## src/rtl/mult_div_unit.sv

```systemverilog
// Iterative MULT/MULTU/DIV/DIVU unit with architectural HI/LO registers (MTHI/MTLO capable).
// Optional build macro MDU_DIV0_FLAG_EN adds a DivZero output flagging divide-by-zero completions.
module mult_div_unit #(
  parameter int unsigned WIDTH = 32
) (
  input  logic             clk,
  input  logic             rst_n,
  input  logic             Start,
  input  logic [1:0]       Op,
  input  logic [WIDTH-1:0] SrcA,
  input  logic [WIDTH-1:0] SrcB,
  input  logic             HiWe,
  input  logic             LoWe,
  input  logic [WIDTH-1:0] WrData,
  output logic             Busy,
  output logic             Done,
  output logic [WIDTH-1:0] Hi,
  output logic [WIDTH-1:0] Lo
`ifdef MDU_DIV0_FLAG_EN
  ,
  output logic             DivZero
`endif
);

  localparam int unsigned CNT_W = $clog2(WIDTH) + 1;
  localparam int unsigned DW    = 2 * WIDTH;

  typedef enum logic [1:0] {IDLE, MUL, DIV, FIX} state_t;

  state_t           state, state_d;
  logic [CNT_W-1:0] cnt, cnt_d;
  logic             is_div, is_div_d;
  logic             sign_a, sign_a_d;
  logic             sign_b, sign_b_d;
  logic             b_zero, b_zero_d;
  logic [WIDTH-1:0] a_raw, a_raw_d;
  logic [WIDTH-1:0] m, m_d;
  logic [DW-1:0]    acc, acc_d;
  logic [WIDTH-1:0] rem, rem_d;
  logic [WIDTH-1:0] hi_d, lo_d;
  logic             busy_d, done_d;
`ifdef MDU_DIV0_FLAG_EN
  logic             div0_d;
`endif

  logic [WIDTH-1:0] a_abs, b_abs;
  logic [WIDTH:0]   mul_sum;
  logic [WIDTH:0]   part_rem;
  logic             div_ge;
  logic [WIDTH-1:0] div_sub;
  logic [DW-1:0]    prod_fix;
  logic [WIDTH-1:0] quo_fix, rem_fix;

  // State and datapath registers
  always_ff @(posedge clk or negedge rst_n) begin
    if (!rst_n) begin
      state  <= IDLE;
      cnt    <= '0;
      is_div <= 1'b0;
      sign_a <= 1'b0;
      sign_b <= 1'b0;
      b_zero <= 1'b0;
      a_raw  <= '0;
      m      <= '0;
      acc    <= '0;
      rem    <= '0;
      Hi     <= '0;
      Lo     <= '0;
      Busy   <= 1'b0;
      Done   <= 1'b0;
`ifdef MDU_DIV0_FLAG_EN
      DivZero <= 1'b0;
`endif
    end else begin
      state  <= state_d;
      cnt    <= cnt_d;
      is_div <= is_div_d;
      sign_a <= sign_a_d;
      sign_b <= sign_b_d;
      b_zero <= b_zero_d;
      a_raw  <= a_raw_d;
      m      <= m_d;
      acc    <= acc_d;
      rem    <= rem_d;
      Hi     <= hi_d;
      Lo     <= lo_d;
      Busy   <= busy_d;
      Done   <= done_d;
`ifdef MDU_DIV0_FLAG_EN
      DivZero <= div0_d;
`endif
    end
  end

  // Next-state, iteration datapath and result formation
  always_comb begin
    state_d  = state;
    cnt_d    = cnt;
    is_div_d = is_div;
    sign_a_d = sign_a;
    sign_b_d = sign_b;
    b_zero_d = b_zero;
    a_raw_d  = a_raw;
    m_d      = m;
    acc_d    = acc;
    rem_d    = rem;
    hi_d     = Hi;
    lo_d     = Lo;
    busy_d   = Busy;
    done_d   = 1'b0;
`ifdef MDU_DIV0_FLAG_EN
    div0_d   = 1'b0;
`endif

    a_abs    = (Op[0] && SrcA[WIDTH-1]) ? WIDTH'(-SrcA) : SrcA;
    b_abs    = (Op[0] && SrcB[WIDTH-1]) ? WIDTH'(-SrcB) : SrcB;
    // Multiply: conditionally add multiplicand to the upper half, then shift right
    mul_sum  = {1'b0, acc[DW-1:WIDTH]} + (acc[0] ? {1'b0, m} : '0);
    // Divide: shift next dividend bit into the partial remainder and trial-subtract
    part_rem = {rem, acc[WIDTH-1]};
    div_ge   = (part_rem >= {1'b0, m});
    div_sub  = WIDTH'(part_rem - {1'b0, m});
    prod_fix = (sign_a ^ sign_b) ? DW'(-acc) : acc;
    quo_fix  = (sign_a ^ sign_b) ? WIDTH'(-acc[WIDTH-1:0]) : acc[WIDTH-1:0];
    rem_fix  = sign_a ? WIDTH'(-rem) : rem;

    case (state)
      IDLE: begin
        if (Start) begin
          is_div_d = Op[1];
          sign_a_d = Op[0] & SrcA[WIDTH-1];
          sign_b_d = Op[0] & SrcB[WIDTH-1];
          b_zero_d = (SrcB == '0);
          a_raw_d  = SrcA;
          m_d      = Op[1] ? b_abs : a_abs;
          acc_d    = {{WIDTH{1'b0}}, (Op[1] ? a_abs : b_abs)};
          rem_d    = '0;
          cnt_d    = '0;
          busy_d   = 1'b1;
          state_d  = Op[1] ? DIV : MUL;
        end else begin
          if (HiWe) hi_d = WrData;
          if (LoWe) lo_d = WrData;
        end
      end
      MUL: begin
        acc_d = {mul_sum, acc[WIDTH-1:1]};
        cnt_d = CNT_W'(cnt + 1'b1);
        if (cnt == CNT_W'(WIDTH - 1)) state_d = FIX;
      end
      DIV: begin
        rem_d = div_ge ? div_sub : part_rem[WIDTH-1:0];
        acc_d = {acc[DW-1:WIDTH], acc[WIDTH-2:0], div_ge};
        cnt_d = CNT_W'(cnt + 1'b1);
        if (cnt == CNT_W'(WIDTH - 1)) state_d = FIX;
      end
      FIX: begin
        if (is_div) begin
          if (b_zero) begin
            hi_d = a_raw;
            lo_d = '1;
          end else begin
            hi_d = rem_fix;
            lo_d = quo_fix;
          end
        end else begin
          hi_d = prod_fix[DW-1:WIDTH];
          lo_d = prod_fix[WIDTH-1:0];
        end
`ifdef MDU_DIV0_FLAG_EN
        div0_d  = is_div & b_zero;
`endif
        done_d  = 1'b1;
        busy_d  = 1'b0;
        state_d = IDLE;
      end
    endcase
  end

endmodule

```

## config.mk

```make
export PLATFORM = sky130hd
export DESIGN_NAME = mult_div_unit
export DESIGN_NICKNAME = d
export VERILOG_FILES = /design/src/rtl/mult_div_unit.sv
export SDC_FILE = /design/constraint.sdc
export NUM_CORES = 1
export LEC_CHECK = 0
export CELL_PAD_IN_SITES_DETAIL_PLACEMENT = 1
export CELL_PAD_IN_SITES_GLOBAL_PLACEMENT = 1
export CORE_MARGIN = 2
export CORE_UTILIZATION = 48
export CTS_CLUSTER_SIZE = 25
export DETAILED_ROUTE_END_ITERATION = 8
export PLACE_DENSITY_LB_ADDON = 0.25
export SLEW_MARGIN = 20
export SYNTH_ARGS = -nofsm -noshare
export SYNTH_HDL_FRONTEND = slang
export SYNTH_SLANG_ARGS = --single-unit
```

## constraint.sdc

```tcl
create_clock -name clk -period 6.6 [get_ports clk]
set_input_delay 1.65 -clock clk [delete_from_list [all_inputs] [get_ports clk]]
set_output_delay 1.65 -clock clk [all_outputs]
set_load 0.1 [all_outputs]
```

==> parameters.txt, run 1 <==
Parameter                              Value

Critical path
  Worst stage delay on the critical path    slightly below 800 ps
  Data arrival, critical path    about 4900 ps
  CP Capture Point    acc[63]$_DFFE_PN0P_
  Kind of critical path    reg2reg
  Critical-path cell with the highest stage delay    sky130_fd_sc_hd__inv_1
  Number of buffers and inverters on the critical path    1
  CP Launch Point    acc[0]$_DFFE_PN0P_
  Capture instance of the worst register-to-register path    acc[63]$_DFFE_PN0P_
  Cell type with the highest occurrence count on the critical path    sky130_fd_sc_hd__o2111ai_1
  Cell Chain, Critical Path    inv_1, nor2_1, ha_1, nor2b_1, o31a_1, o2111ai_1, a2111oi_1, o2111ai_1, nand2_1, o21ai_0, o41ai_1
  Endpoint type of the worst setup path    flip-flop
  Number of cells on the critical path    11
  Top delay family on crit path    compound AO/OA/AOI/OAI gates
  Number of cells on the worst reg-to-reg path    11
  Worst-path fanout max    33
  Required time at the endpoint of the critical path    around 7000 ps
  Crit start category    flip-flop
  Reg-to-reg startpoint    acc[0]$_DFFE_PN0P_
  Minimum setup slack among reg-to-reg paths    about 2100 ps

Logic synthesis
  Most used DFF post-synth    sky130_fd_sc_hd__dfrtp_1
  Count of flip-flops with a built-in enable after synthesis    0
  Number of flip-flops and latches in the synthesized netlist    approximately 240
  Cell area after technology mapping    17900 um2
  Sequential area share after synthesis    roughly a third
  Number of distinct library cells after synthesis    87
  Average cell area after synthesis    8.29 um2
  Synthesized instance count    between 2k and 2.5k
  Yosys Warn Count    0
  Net count after synthesis    ~2.3k
  FFs w/ async S/R, synth    100%

Route
  Avg WL per Cell    26.3 um
  Vias per inst    between 6 and 7
  Number of search-and-repair iterations in the first detailed-routing pass    8
  Routed WL    between 70000 and 80000 um
  Total number of vias    around 18k
  DR DRC count    0
  Number of DRC violations after detailed-routing iteration 0    1720
  Post-DRT Antenna Nets    0

Power and ir drop
  Switching part of the total power    about 56%
  Net switching component of the power    0.00704 W
  Peak ir drop on the vdd network    ~320 uV
  Cell Int Power    between 0.005 and 0.006 W
  Part of the total power dissipated in combinational logic    63.2%
  Leak pwr    approximately 8.9 nW
  Power per standard cell area    roughly 600 nW/um2
  Sequential cell fraction of total power    approximately a quarter
  Relative contribution of the clock network to total power    between 10% and 20%

STA
  Achievable Freq    0.224 GHz
  Post-layout min period    ~4500 ps
  Period Utilization, post-route    between 60% and 70%
  Final count of pins violating max slew    0
  Final Hold Violating Endpoints    0
  Transition time at the pin with the least slew margin    roughly 1100 ps
  Final setup margin    2140 ps
  Worst slew margin    a little over a quarter
  Setup clock skew after layout    around 17 ps
  Final sum of negative setup slack    0 ps
  Final setup vio count    0
  Setup repair after global routing missed its margin    false

Floorplanning
  Row count    70
  Die area    between 30000 and 40000 um2
  Number of placed I/O pins    roughly 170
  Starting utilization of the core area    48.8%
  Area inside the core boundary    around 37000 um2
  Vertical extent of the die    197 um
  Die X-Extent    197 um

Run status
  Run status    finished clean

Clock network
  Clock tree from TritonCTS    yes
  Root Driver    sky130_fd_sc_hd__clkbuf_16
  Longest Clk Path Bufs    3
  Htree depth    1
  Clock insertion delay at the later pin of the skew report    580 ps
  Number of sinks on the clock net    between 200 and 250
  CTS hold repair buffers    0
  Number of CTS-inserted buffers    28
  # Post-CTS Setup Buffers    0
  Resize count post-CTS    0
  CTS clk-pin slew, worst paths    roughly 60 ps

Global routing
  Initial antenna violation count    1
  Number of global-route vias before repair    between 15k and 20k
  Wire length of the first global-routing pass    ~110000 um
  Remaining global-route overflow    0
  GR Util All Layers    36.8%
  Pin count of the biggest net entering global routing    between 100 and 150

Placement
  Final estimated routing congestion in global placement    0.972
  HPWL after DPL    around 55000 um
  Setup Slack @ Placement    around 1700 ps
  Buffers added on ports    around 170

Finish
  Filler cell count in the final layout    between 4k and 5k
  Commonest non-fill, non-tap cell in the layout    sky130_fd_sc_hd__dfrtp_1
  Commonest cells after routing, fill and taps aside    237 x sky130_fd_sc_hd__dfrtp_1, 219 x sky130_fd_sc_hd__nand2_1, 205 x sky130_fd_sc_hd__o21ai_0, 188 x sky130_fd_sc_hd__nor2_1, 187 x sky130_fd_sc_hd__a21oi_1
  Net count, final    approximately 2.4k
  Area added between synthesis and finish    16.4%
  Fraction of final layout cells sized beyond drive strength 1    under 10%

Flow run
  Max capacitance violation total    0

Worst hold path
  Worst min-delay path class    reg2reg
how the worst min path moves through the flow:
stage          slack [ps]  cells past startpoint            endpoint          startpoint
2_1_floorplan         440                      2   m[23]$_DFFE_PN0P_   m[23]$_DFFE_PN0P_
3_5_place_dp          470                      2  Lo[25]$_DFFE_PN0P_  Lo[25]$_DFFE_PN0P_
3_3_place_gp          460                      2  Lo[27]$_DFFE_PN0P_  Lo[27]$_DFFE_PN0P_
4_1_cts               490                      2  Lo[25]$_DFFE_PN0P_  Lo[25]$_DFFE_PN0P_
5_1_grt               510                      2  Lo[25]$_DFFE_PN0P_  Lo[25]$_DFFE_PN0P_
6_report              480                      2  Lo[29]$_DFFE_PN0P_  Lo[29]$_DFFE_PN0P_
synthesized netlist by cell type, types with 12 or more instances:
| master | instances | area, um2 |
|---|---|---|
| sky130_fd_sc_hd__nor4_1 | 13 | 81.3 |
| sky130_fd_sc_hd__inv_1 | 66 | 248 |
| sky130_fd_sc_hd__o21a_1 | 15 | 113 |
| sky130_fd_sc_hd__and2_1 | 17 | 106 |
| sky130_fd_sc_hd__o21ai_1 | 19 | 95.1 |
| sky130_fd_sc_hd__o22ai_1 | 40 | 250 |
| sky130_fd_sc_hd__clkbuf_1 | 111 | 417 |
| sky130_fd_sc_hd__xnor2_1 | 113 | 990 |
| sky130_fd_sc_hd__o31ai_1 | 33 | 248 |
| sky130_fd_sc_hd__dfrtp_1 | 238 | 5960 |
| sky130_fd_sc_hd__ha_1 | 73 | 913 |
| sky130_fd_sc_hd__o41ai_1 | 17 | 149 |
| sky130_fd_sc_hd__nor3b_1 | 19 | 143 |
| sky130_fd_sc_hd__nand2b_1 | 24 | 150 |
| sky130_fd_sc_hd__mux2_2 | 32 | 360 |
| sky130_fd_sc_hd__o21ai_0 | 205 | 1030 |
| sky130_fd_sc_hd__nor3_1 | 43 | 215 |
| sky130_fd_sc_hd__or3_1 | 19 | 119 |
| sky130_fd_sc_hd__xor2_1 | 87 | 762 |
| sky130_fd_sc_hd__nor2_1 | 188 | 706 |
| sky130_fd_sc_hd__nand3_1 | 30 | 150 |
| sky130_fd_sc_hd__a21oi_1 | 187 | 936 |
| sky130_fd_sc_hd__buf_1 | 15 | 56.3 |
| sky130_fd_sc_hd__o211ai_1 | 17 | 128 |
| sky130_fd_sc_hd__a31oi_1 | 25 | 156 |
| sky130_fd_sc_hd__nand2_1 | 222 | 833 |
| sky130_fd_sc_hd__a222oi_1 | 23 | 230 |
| sky130_fd_sc_hd__a21o_1 | 30 | 225 |
| sky130_fd_sc_hd__mux2i_1 | 25 | 250 |
| sky130_fd_sc_hd__a22o_1 | 23 | 201 |
| sky130_fd_sc_hd__a211oi_1 | 12 | 90.1 |
sequential cells by signal, indices dropped and copies added, names as in the netlist:
| signal | cells |
|---|---|
| is_div | 1 |
| sign_b | 1 |
| cnt | 6 |
| Done | 1 |
| state | 2 |
| Hi | 32 |
| sign_a | 1 |
| rem | 32 |
| b_zero | 1 |
| Lo | 32 |
| m | 32 |
| Busy | 1 |
| acc | 64 |
| a_raw | 32 |
cells by family (layout without fill, tap and decap cells):
group / after synthesis / after routing / synth area share, %
other cells: 0 / 1 / 0
flops: 238 / 238 / 33.3
xor+xnor: 200 / 200 / 9.79
buf+inv: 203 / 306 / 4.37
mux: 57 / 57 / 3.41
fa+ha+maj: 75 / 75 / 5.33
compound gates: 725 / 725 / 25.7
simple gates: 660 / 660 / 18.1
per-stage QoR:
step / instance area [um2] / hold WS [ps] / utilization, % / std cells / power (W)
CTS: 20800 / 485 / 56.7 / 2729 / 0.0125
global route: 20800 / 511 / 56.7 / 2729 / 0.0133
finish: 20800 / 478 / 56.7 / 2730 / 0.0126
global placement: 19800 / 464 / 54.0 / 2677 / 0.0104
floorplan: 17900 / 439 / - / 2158 / 0.00827
detailed placement: 19800 / 472 / 54.0 / 2677 / 0.0107
power by group through the flow:
stage	sequential, W	combinational, W	clock (W)
global placement	0.00288	0.00753	0
global route	0.00299	0.00851	0.00176
CTS	0.00290	0.00787	0.00170
floorplan	0.00395	0.00432	0
finish	0.00294	0.00798	0.00170
detailed placement	0.00292	0.00780	0
metal layers:
layer | vias to the layer above | share of wire, % | track usage, %
li1 | 8017 | - | -
met1 | 9032 | 42 | 48.7
met2 | 715 | 47 | 61.4
met3 | 155 | 6.8 | 5.77
met4 | 2 | 3.9 | 12.8
met5 | - | 0.018 | 0
tightest hold or removal path, stage by stage (launching register included):
cell	delay, ps
sky130_fd_sc_hd__dfrtp_1	340
sky130_fd_sc_hd__nand2_1	50
sky130_fd_sc_hd__o21ai_0	60
cell type report:
| type | count | area (um2) | share of cell area (%) |
|---|---|---|---|
| diodes | 1 | 2.50 | 0.0120 |
| inverters | 68 | 255 | 1.23 |
| multi-input cells | 1717 | 11200 | 53.8 |
| flip-flops and latches | 238 | 5960 | 28.6 |
| clock inverters | 8 | 140 | 0.673 |
| repair buffers | 186 | 1830 | 8.79 |
| well taps | 468 | 586 | 2.81 |
| clock buffers | 44 | 842 | 4.04 |
(Power assumes the default switching activity.)
==> inputs of run 2 (changes only) <==
--- a/config.mk
+++ b/config.mk
@@ -8,7 +8,7 @@
 export CELL_PAD_IN_SITES_DETAIL_PLACEMENT = 1
 export CELL_PAD_IN_SITES_GLOBAL_PLACEMENT = 1
 export CORE_MARGIN = 2
-export CORE_UTILIZATION = 48
+export CORE_UTILIZATION = 40
 export CTS_CLUSTER_SIZE = 25
 export DETAILED_ROUTE_END_ITERATION = 8
 export PLACE_DENSITY_LB_ADDON = 0.25
==> constraint.sdc (replaced) <==
create_clock -name clk -period 4.08 [get_ports clk]
set_input_delay 1.02 -clock clk [delete_from_list [all_inputs] [get_ports clk]]
set_output_delay 1.02 -clock clk [all_outputs]
set_load 0.1 [all_outputs]
==> parameters.txt, run 2 (synthesis gave the netlist of run 1 again) <==
Parameter                              Value

Clock network
  Resize count post-CTS    0 (unchanged)
  Longest Clk Path Bufs    3 (unchanged)
  Clock tree from TritonCTS    yes
  CTS clk-pin slew, worst paths    60 ps (about the same)
  Root Driver    sky130_fd_sc_hd__clkbuf_16
  # Post-CTS Setup Buffers    0 (unchanged)
  Number of CTS-inserted buffers    30 (+7.1%)
  Number of sinks on the clock net    238 (unchanged)
  Htree depth    1 (unchanged)
  CTS hold repair buffers    0 (unchanged)
  Clock insertion delay at the later pin of the skew report    600 ps (+20 ps)

Route
  Uppermost layer routed    met4
  Number of search-and-repair iterations in the first detailed-routing pass    8 (unchanged)
  Post-DRT Antenna Nets    0 (unchanged)
  Vias per inst    6.15 (-6.2%)
  Routed WL    73700 um (+2.7%)
  Avg WL per Cell    25.5 um (-3.0%)
  Total number of vias    17.8k (-0.79%)
  Met1 Wirelength    32800 um (+8.8%)
  DR DRC count    0 (unchanged)
  Met2 layer wire length in the routed design    33400 um (-1.6%)
  Number of DRC violations after detailed-routing iteration 0    1696 (-1.4%)
  Routed length on met3    4550 um (-6.2%)

Run status
  Run status    finished clean

STA
  Final sum of negative setup slack    0 ps (unchanged)
  Transition time at the pin with the least slew margin    1060 ps (-33.6 ps)
  Final setup vio count    0 (unchanged)
  Setup repair after global routing missed its margin    false
  Final count of pins violating max slew    0 (unchanged)
  Setup clock skew after layout    26.1 ps (+8.64 ps)
  Worst slew margin    29.3% (+2.0 points)
  Final setup margin    388 ps (-1760 ps)
  Period Utilization, post-route    90.5% (+23 points)
  Final Hold Violating Endpoints    0 (unchanged)
  Post-layout min period    3690 ps (-765 ps)
  Achievable Freq    0.271 GHz (+21%)

Finish
  Fraction of final layout cells sized beyond drive strength 1    7.92% (+1.6 points)
  Commonest cells after routing, fill and taps aside    238 x sky130_fd_sc_hd__dfrtp_1, 219 x sky130_fd_sc_hd__nand2_1, 205 x sky130_fd_sc_hd__o21ai_0, 188 x sky130_fd_sc_hd__nor2_1, 187 x sky130_fd_sc_hd__a21oi_1
  Filler cell count in the final layout    5216 (+20%)
  Register with the most flip-flops    acc
  Largest register FFs    64 (unchanged)
  Count of placed standard cells in the final layout, fillers left out    2889 (+5.8%)
  Area added between synthesis and finish    19.0%
  Commonest non-fill, non-tap cell in the layout    sky130_fd_sc_hd__dfrtp_1
  Number of diodes    0 (-1)
  Net count, final    2454 (+1.5%)

Global routing
  Wire length of the first global-routing pass    112000 um (+2.3%)
  GR Util All Layers    31.2% (-5.6 points)
  Initial antenna violation count    1 (unchanged)
  Remaining global-route overflow    0 (unchanged)
  Number of global-route vias before repair    17.9k (-2.0%)
  Pin count of the biggest net entering global routing    90 (-29%)

Critical path
  Number of cells on the worst reg-to-reg path    14 (+3)
  Required time at the endpoint of the critical path    4550 ps (-2490 ps)
  Worst-path fanout max    22 (-33%)
  Crit start category    flip-flop
  Reg-to-reg startpoint    acc[0]$_DFFE_PN0P_
  CP Launch Point    acc[0]$_DFFE_PN0P_
  Kind of critical path    reg2reg
  Data arrival, critical path    4160 ps (-730 ps)
  Endpoint type of the worst setup path    flip-flop
  Capture instance of the worst register-to-register path    acc[60]$_DFFE_PN0P_
  Minimum setup slack among reg-to-reg paths    390 ps (-1760 ps)

Floorplanning
  Vertical extent of the die    216 um (+9.4%)
  Starting utilization of the core area    40.5% (-8.3 points)
  Area inside the core boundary    44200 um2 (+21%)
  Die area    46400 um2 (+20%)
  Number of placed I/O pins    169 (unchanged)
  Row count    77 (+10%)
  Die X-Extent    216 um (+9.4%)

Placement
  Setup Slack @ Placement    153 ps (-1580 ps)
  Final estimated routing congestion in global placement    0.921 (-5.2%)
  Buffers added on ports    168 (unchanged)
  Cell Count Post-Placement    2836 (+5.9%)
  HPWL after DPL    57600 um (+4.8%)

Power and ir drop
  Power per standard cell area    968 nW/um2 (+60%)
  Leak pwr    9.14 nW (+2.1%)
  Peak ir drop on the vdd network    700 uV (+120%)

Worst hold path
  Worst min-delay path class    in2async

Flow run
  Max capacitance violation total    0 (unchanged)
run 2: worst max path at each step:
stage,to,slack [ps],cells after the start
floorplan,acc[53]$_DFFE_PN0P_,890,13
global placement,acc[28]$_DFFE_PN0P_,270,9
detailed placement,acc[28]$_DFFE_PN0P_,150,9
CTS,rem[18]$_DFFE_PN0P_,440,11
global route,acc[60]$_DFFE_PN0P_,120,14
finish,acc[60]$_DFFE_PN0P_,390,14
run 2: per-layer routing:
metal  vias up  track usage [%]
met4         0             11.0
met1      8981             43.0
li1       8097                -
met2       569             49.8
met5         -                0
met3       133             4.82
run 2: metrics by stage:
stage	hold WS (ps)	utilization (%)	total power (W)	cell area [um2]
CTS	475	48.1	0.0204	21300
global route	496	48.2	0.0218	21300
global placement	461	45.8	0.0171	20300
finish	414	48.2	0.0206	21300
floorplan	439	-	0.0134	17900
detailed placement	471	45.9	0.0175	20300
run 2: final cells by class:
class                           count  area (um2)  area share, %
Sequential cell                   238        5960           28.0
Clock inverter                     12         169          0.793
Clock buffer                       41         843           3.96
Tap cell                          592         741           3.48
Multi-Input combinational cell   1717       11200           52.7
Inverter                           68         255           1.20
Timing Repair Buffer              221        2120           9.94
run 2: where the power goes:
group          switching (W)  total (W)  internal [W]
sequential           0.00128    0.00466       0.00339
clock                0.00114    0.00283       0.00169
combinational        0.00902     0.0131       0.00410
total                 0.0114     0.0206       0.00917
run 2: worst max-delay path, stage by stage (launching register included):
cell	delay, ps
sky130_fd_sc_hd__dfrtp_1	410
sky130_fd_sc_hd__inv_1	230
sky130_fd_sc_hd__buf_4	210
sky130_fd_sc_hd__buf_4	230
sky130_fd_sc_hd__nor2_1	90
sky130_fd_sc_hd__ha_1	380
sky130_fd_sc_hd__a21o_1	230
sky130_fd_sc_hd__nor3b_1	200
sky130_fd_sc_hd__o21ai_0	170
sky130_fd_sc_hd__o211ai_1	260
sky130_fd_sc_hd__nand2_1	190
sky130_fd_sc_hd__a31oi_1	360
sky130_fd_sc_hd__o21ai_0	230
sky130_fd_sc_hd__xor2_1	190
sky130_fd_sc_hd__a22o_1	210
